### config.mk
export PLATFORM = sky130hd
export DESIGN_NAME = nx_fifo_wr_arb_flat
export DESIGN_NICKNAME = d
export VERILOG_FILES = /design/src/rtl/nx_fifo_wr_arb_pkg.sv /design/src/rtl/nx_fifo_wr_arb_if.sv /design/src/rtl/nx_fifo_wr_arb_rr_pick.sv /design/src/rtl/nx_fifo_wr_arb.sv /design/src/flat_wrapper.sv
export SDC_FILE = /design/constraint.sdc
export NUM_CORES = 1
export LEC_CHECK = 0
export CAP_MARGIN = 30
export CORE_AREA = 2 2 212 214
export CTS_CLUSTER_SIZE = 12
export DETAILED_ROUTE_END_ITERATION = 12
export DIE_AREA = 0 0 214 216
export GPL_TIMING_DRIVEN = 1
export SYNTH_ARGS = -nofsm -noshare
export SYNTH_HDL_FRONTEND = slang
export SYNTH_SLANG_ARGS = --single-unit
### constraint.sdc
create_clock -name clk -period 4.1 [get_ports clk]
set_input_delay 0.41 -clock clk [delete_from_list [all_inputs] [get_ports clk]]
set_output_delay 0.41 -clock clk [all_outputs]
set_load 0.05 [all_outputs]
### src/rtl/nx_fifo_wr_arb_pkg.sv
// Shared types and helpers for the nx_fifo write-port round-robin arbiter.
package nx_fifo_arb_pkg;

   typedef enum logic {
      ARB  = 1'b0,
      LOCK = 1'b1
   } arb_state_e;

   // Next round-robin position; n need not be a power of two.
   function automatic int unsigned rr_next(input int unsigned ptr, input int unsigned n);
      return ((ptr + 32'd1) >= n) ? 32'd0 : (ptr + 32'd1);
   endfunction

endpackage

### src/rtl/nx_fifo_wr_arb_if.sv
// Producer beats plus the nx_fifo write port, shared between the arbiter and its environment.
interface nx_fifo_wr_arb_if #(
   parameter int N_REQ = 4,
   parameter int WIDTH = 106
);
   localparam int ID_W = $clog2(N_REQ);

   logic [N_REQ-1:0]       req_valid;
   logic [N_REQ-1:0]       req_eop;
   logic [N_REQ*WIDTH-1:0] req_data;
   logic [N_REQ-1:0]       req_ready;
   logic                   fifo_full;
   logic                   fifo_wen;
   logic [WIDTH-1:0]       fifo_wdata;
   logic [ID_W-1:0]        grant_id;
   logic                   locked;

   // Environment side: producers and the fifo full flag.
   modport master (
      output req_valid, req_eop, req_data, fifo_full,
      input  req_ready, fifo_wen, fifo_wdata, grant_id, locked
   );

   // Arbiter side.
   modport slave (
      input  req_valid, req_eop, req_data, fifo_full,
      output req_ready, fifo_wen, fifo_wdata, grant_id, locked
   );
endinterface

### src/rtl/nx_fifo_wr_arb_rr_pick.sv
// Combinational rotating-priority picker: first set request at or after base, wrapping mod N.
module nx_rr_pick #(
   parameter int  N  = 4,
   localparam int IW = (N > 1) ? $clog2(N) : 1
) (
   input  logic [N-1:0]  req,
   input  logic [IW-1:0] base,
   output logic [N-1:0]  onehot,
   output logic [IW-1:0] idx,
   output logic          any
);
   localparam int PW = IW + 1;

   logic [PW-1:0] pos_s;
   logic          hit_s;

   // Walk positions base, base+1, ... and latch the first requester.
   always_comb begin
      onehot = '0;
      idx    = '0;
      any    = 1'b0;
      pos_s  = '0;
      hit_s  = 1'b0;
      for (int k = 0; k < N; k++) begin
         pos_s = {1'b0, base} + PW'(k);
         pos_s = (pos_s >= PW'(N)) ? (pos_s - PW'(N)) : pos_s;
         hit_s = !any && req[pos_s[IW-1:0]];
         onehot[pos_s[IW-1:0]] = onehot[pos_s[IW-1:0]] | hit_s;
         idx   = hit_s ? pos_s[IW-1:0] : idx;
         any   = any | hit_s;
      end
   end

endmodule

### src/rtl/nx_fifo_wr_arb.sv
// Round-robin arbiter sharing one nx_fifo write port between N_REQ producers,
// optionally holding the grant until the packet's eop beat is written.
module nx_fifo_wr_arb_chk #(
   parameter int N_REQ = 4,
   parameter int WIDTH = 106
) (
   input logic                   clk,
   input logic                   rst_n,
   input logic [N_REQ-1:0]       req_valid,
   input logic [N_REQ-1:0]       req_eop,
   input logic [N_REQ*WIDTH-1:0] req_data,
   input logic [N_REQ-1:0]       req_ready
);
   a_ready_onehot: assert property (@(posedge clk) disable iff (!rst_n) $onehot0(req_ready))
      else $error("req_ready has more than one bit set");

   for (genvar i = 0; i < N_REQ; i++) begin : g_stable
      a_hold: assert property (@(posedge clk) disable iff (!rst_n)
         (req_valid[i] && !req_ready[i]) |=>
            (req_valid[i] && $stable(req_eop[i]) && $stable(req_data[i*WIDTH +: WIDTH])))
         else $error("producer %0d changed a pending beat", i);
   end
endmodule

module nx_fifo_wr_arb
   import nx_fifo_arb_pkg::*;
#(
   parameter int N_REQ       = 4,
   parameter int WIDTH       = 106,
   parameter int LOCK_ON_EOP = 1
) (
   input logic               clk,
   input logic               rst_n,
   input logic               clear,
   nx_fifo_wr_arb_if.slave   bus
);
   localparam int        ID_W    = $clog2(N_REQ);
   localparam bit        LOCK_EN = (LOCK_ON_EOP != 0);
   localparam logic [N_REQ-1:0] ONE_HOT0 = {{(N_REQ-1){1'b0}}, 1'b1};

   arb_state_e        state_r;
   logic [ID_W-1:0]   owner_r;
   logic [ID_W-1:0]   rr_ptr_r;

   logic [N_REQ-1:0]  pick_onehot_s;
   logic [ID_W-1:0]   pick_idx_s;
   logic              pick_any_s;
   logic [ID_W-1:0]   sel_s;
   logic              wen_s;
   logic [N_REQ-1:0]  ready_s;
   logic              open_s;
   logic              eop_s;

   nx_rr_pick #(.N(N_REQ)) u_pick (
      .req    (bus.req_valid),
      .base   (rr_ptr_r),
      .onehot (pick_onehot_s),
      .idx    (pick_idx_s),
      .any    (pick_any_s)
   );

   // Reset and clear win over any accept in the same cycle, as does a full fifo.
   assign open_s = rst_n & ~clear & ~bus.fifo_full;

   // Grant decode: picker result in ARB, fixed owner while a packet is in flight.
   always_comb begin
      sel_s   = pick_idx_s;
      wen_s   = 1'b0;
      ready_s = '0;
      case (state_r)
         ARB: begin
            sel_s   = pick_idx_s;
            wen_s   = pick_any_s & open_s;
            ready_s = open_s ? pick_onehot_s : '0;
         end
         LOCK: begin
            sel_s   = owner_r;
            wen_s   = bus.req_valid[owner_r] & open_s;
            ready_s = open_s ? (ONE_HOT0 << owner_r) : '0;
         end
         default: begin
            sel_s   = pick_idx_s;
            wen_s   = 1'b0;
            ready_s = '0;
         end
      endcase
   end

   assign eop_s          = bus.req_eop[sel_s];
   assign bus.fifo_wen   = wen_s;
   assign bus.req_ready  = ready_s;
   assign bus.fifo_wdata = wen_s ? bus.req_data[int'(sel_s)*WIDTH +: WIDTH] : '0;
   assign bus.grant_id   = sel_s;
   assign bus.locked     = LOCK_EN && (state_r == LOCK);

   // Arbitration state: advances only on an accepted beat.
   always_ff @(posedge clk) begin
      if (!rst_n || clear) begin
         state_r  <= ARB;
         owner_r  <= '0;
         rr_ptr_r <= '0;
      end else if (wen_s) begin
         case (state_r)
            ARB: begin
               if (LOCK_EN && !eop_s) begin
                  state_r <= LOCK;
                  owner_r <= sel_s;
               end else begin
                  rr_ptr_r <= ID_W'(rr_next(32'(sel_s), 32'(N_REQ)));
               end
            end
            LOCK: begin
               if (eop_s) begin
                  state_r  <= ARB;
                  rr_ptr_r <= ID_W'(rr_next(32'(owner_r), 32'(N_REQ)));
               end else begin
                  state_r <= LOCK;
               end
            end
            default: state_r <= ARB;
         endcase
      end
   end

   nx_fifo_wr_arb_chk #(.N_REQ(N_REQ), .WIDTH(WIDTH)) u_chk (
      .clk       (clk),
      .rst_n     (rst_n),
      .req_valid (bus.req_valid),
      .req_eop   (bus.req_eop),
      .req_data  (bus.req_data),
      .req_ready (bus.req_ready)
   );

endmodule

### src/flat_wrapper.sv
// flat-port wrapper written by rule: the top's interface ports become plain ports
module nx_fifo_wr_arb_flat import nx_fifo_arb_pkg::*;
#(
   parameter int N_REQ       = 4,
   parameter int WIDTH       = 106,
   parameter int LOCK_ON_EOP = 1
)
  (clk, rst_n, clear, bus_req_valid, bus_req_eop, bus_req_data, bus_fifo_full, bus_req_ready, bus_fifo_wen, bus_fifo_wdata, bus_grant_id, bus_locked);
  nx_fifo_wr_arb_if #(.N_REQ(N_REQ), .WIDTH(WIDTH)) bus_i ();
  input logic clk;
  input logic rst_n;
  input logic clear;
  input wire logic [$bits(bus_i.req_valid)-1:0] bus_req_valid;
  input wire logic [$bits(bus_i.req_eop)-1:0] bus_req_eop;
  input wire logic [$bits(bus_i.req_data)-1:0] bus_req_data;
  input wire logic [$bits(bus_i.fifo_full)-1:0] bus_fifo_full;
  output wire logic [$bits(bus_i.req_ready)-1:0] bus_req_ready;
  output wire logic [$bits(bus_i.fifo_wen)-1:0] bus_fifo_wen;
  output wire logic [$bits(bus_i.fifo_wdata)-1:0] bus_fifo_wdata;
  output wire logic [$bits(bus_i.grant_id)-1:0] bus_grant_id;
  output wire logic [$bits(bus_i.locked)-1:0] bus_locked;
  assign bus_i.req_valid = bus_req_valid;
  assign bus_i.req_eop = bus_req_eop;
  assign bus_i.req_data = bus_req_data;
  assign bus_i.fifo_full = bus_fifo_full;
  assign bus_req_ready = bus_i.req_ready;
  assign bus_fifo_wen = bus_i.fifo_wen;
  assign bus_fifo_wdata = bus_i.fifo_wdata;
  assign bus_grant_id = bus_i.grant_id;
  assign bus_locked = bus_i.locked;
  nx_fifo_wr_arb #(.N_REQ(N_REQ), .WIDTH(WIDTH), .LOCK_ON_EOP(LOCK_ON_EOP)) u_core (.clk(clk), .rst_n(rst_n), .clear(clear), .bus(bus_i));
endmodule
==> reports/metrics.json <==
{
  "detailed_routing": {
    "routed_wirelength_um": 32540,
    "drc_errors": 0,
    "detailroute.via_count": 6665,
    "detail_route.vias_per_cell": 4.047,
    "drtPass1Iterations": 5,
    "drt-initial-drc-count": 305,
    "detail-route-antenna-nets": 0,
    "wire_length_per_cell_after_detailed_routing_um": 19.76
  },
  "flow_run": {
    "maxCapViolations": 0
  },
  "clock_tree": {
    "post-cts-setup-buffers": 0,
    "cts_buffer_depth": 2,
    "postCtsResizedCells": 0,
    "htree_num_levels": 1,
    "cts_buffers": 3,
    "cts_tree": "yes",
    "clk_pin_slew_ns": 0.03,
    "clock_latency_ns": 0.23,
    "total_clock_sinks": 5,
    "cts-hold-fix-buffers": 0,
    "clockRootBuffer": "clkbuf_16"
  },
  "critical_path": {
    "criticalPathCategory": "register to output port",
    "worst-path-max-fanout": 49,
    "cp-start-kind": "register",
    "slowest_delay_ns": 0.46,
    "worst_setup_path_end_kind": "output port",
    "crit_arrival_ns": 3.47,
    "critical_path.cell_chain": "inv_1, ha_1, inv_1, a211oi_1, a211oi_2, a21oi_2, a21o_4, buf_12, buf_12, mux2i_1, o22ai_1, buf_12",
    "critPathRequiredTime_ns": 3.69,
    "worst_path_max_delay_cell": "ha_1",
    "cp_common_cell": "buf_12"
  },
  "die": {
    "initial_core_util": 0.09810,
    "chipHeight_um": 216,
    "core_area_mm2": 0.04384,
    "die_x_um": 214,
    "site_row_count": 77,
    "die_area_mm2": 0.04622,
    "floorplan.io_pins": 550
  },
  "grt": {
    "grt_pass1_wl_um": 46350,
    "globalRoute.totalOverflow": 0,
    "global_routing_usage_summed_across_all_routing_layers": 0.1325,
    "grt_start_max_net_pins": 64,
    "first_global_vias": 6989,
    "antenna_violations_before_repair": 12
  },
  "final_layout": {
    "most-common-layout-cells": "clkdlybuf4s50_1, mux2i_1, buf_12",
    "drive_above_1_share": 0.1671,
    "filler_cell_count": 4637,
    "number_of_non_filler_instances_in_the_completed_layout": 1647,
    "sequential_cell_area_um2": 100.1,
    "area_growth_syn_to_layout_pct": 175.3,
    "final_net_count": 1499,
    "multiInputGateArea_mm2": 0.003925,
    "design_area_mm2": 0.01184,
    "final_common_cell": "clkdlybuf4s50_1"
  },
  "timing": {
    "achievable-frequency_mhz": 257.8,
    "min_period_ns": 3.879,
    "fin_worst_setup_slack_ns": 0.2212,
    "worst_slew_margin_rel": 0.5687,
    "hold_viol": 0,
    "grt_setup_unrepaired": "no",
    "slew_viol_final": 0,
    "worstMarginPinSlew_ns": 0.6307,
    "clock-skew-final_ns": 0.0002487,
    "final.period_utilization": 0.9460,
    "setup_viol_count_final": 0
  },
  "placement": {
    "dp_cells": 1641,
    "weighted_congestion_at_the_end_of_routability_driven_global_placement": 0.9694,
    "port_buffers": 549,
    "placed_cell_area_mm2": 0.01175,
    "place.detailed.hpwl_um": 28290,
    "pre_cts_ws_ns": 0.3026
  },
  "power_and_ir_drop": {
    "fin_total_pwr_w": 0.002427,
    "power_per_cell_area_mw_per_mm2": 205.0,
    "vdd_ir_drop_max_mv": 0.1919,
    "power_leakage_nw": 5.184
  },
  "yosys": {
    "mappedNetlistArea_mm2": 0.004300,
    "synth.net_count": 970,
    "postSynthAreaPerCell_um2": 8.191,
    "dominantRegCellSynth": "dfxtp_1",
    "synth_enable_flop_cells": 0,
    "synth_seq_cells": 5,
    "yosysWarningCount": 0,
    "asr_flop_ratio_synth": 0,
    "synthDistinctLibCells": 62,
    "synth_cells": 525,
    "synth.yosys.seq_area_share": 0.02328
  },
  "min_path": {
    "holdCritPathClass": "register to register"
  },
  "outcome": {
    "status": "completed"
  }
}
metal layers:
metal  GRT usage  vias up  wire length, um
met2      0.2273      376            15740
met1      0.1584     3054            13110
met5           0        -              111
met3     0.03904       54             2700
li1            -     3163                -
met4     0.04172       18              884
synthesized netlist by cell type (4+ instances only):
master    number  area, um2
nand2_1       13      48.80
a21oi_1        7      35.03
nor2_1         9      33.78
buf_6          5      56.30
nor2b_1        5      31.28
mux2i_1      218       2182
a211oi_1       4      30.03
ha_1           9      112.6
inv_1         13      48.80
buf_2         33      165.2
o211ai_1       4      30.03
o22ai_1      111      694.4
and3_1         6      37.54
nand3_1        4      20.02
clkbuf_1      15      56.30
mux4_2         6      135.1
dfxtp_1        5      100.1
through the flow:
step           hold WS, ns  utilization  TNS (ns)
2_1_floorplan       0.5302            -    -1.717
3_3_place_gp        0.6361       0.2681         0
3_5_place_dp        0.6495       0.2681         0
4_1_cts             0.6657       0.2699         0
5_1_grt             0.6934       0.2700         0
6_report            0.6651       0.2700         0
state kept, by name (all words and copies together) (netlist names):
name,count
u_core.rr_ptr_r,2
u_core.owner_r,2
u_core.bus.locked,1
report_power, final:
part / switching, W / internal [W] / leakage, nW
logic: 0.00104 / 0.00117 / 5.11
clock network: 0.0000319 / 0.000129 / 0.0382
registers: 0.00000275 / 0.0000513 / 0.0405
total: 0.00108 / 0.00135 / 5.18
layout make-up:
| cell class | instances | area share |
|---|---|---|
| repair buffers | 581 | 0.5856 |
| multi-input cells | 448 | 0.3316 |
| well taps | 592 | 0.06257 |
| flip-flops and latches | 5 | 0.008456 |
| clock buffers | 4 | 0.006659 |
| inverters | 15 | 0.004756 |
| diodes | 2 | 0.0004228 |
cells by family after synthesis:
kind of cell	after synthesis	share of synthesized area
buffers and inverters	72	0.08379
XOR/XNOR	1	0.002037
adder cells (fa/ha/maj)	9	0.02619
multiplexers	226	0.5441
flip-flops	5	0.02328
AO/OA/AOI/OAI	156	0.2444
AND/OR/NAND/NOR	56	0.07623
path summary, 6_finish.rpt:
path | startpoint | end | slack [ns] | depth (start not counted)
worst max-delay path | u_core.rr_ptr_r[1] | bus_fifo_wdata[85] | 0.22 | 12
worst min-delay path | u_core.owner_r[1] | u_core.owner_r[1] | 0.67 | 2
worst max register to register | u_core.rr_ptr_r[1] | u_core.bus.locked | 1.18 | 9
worst min register to register | u_core.owner_r[1] | u_core.owner_r[1] | 0.67 | 2
critical path, delay by kind of cell, from the launching register on:
kind / cells / cell delay (ns)
compound gates: 5 / 1.12
flops: 1 / 0.32
fa+ha+maj: 1 / 0.46
buf+inv: 5 / 0.91
mux: 1 / 0.28
Note: power is estimated with default switching activity, not from simulation.
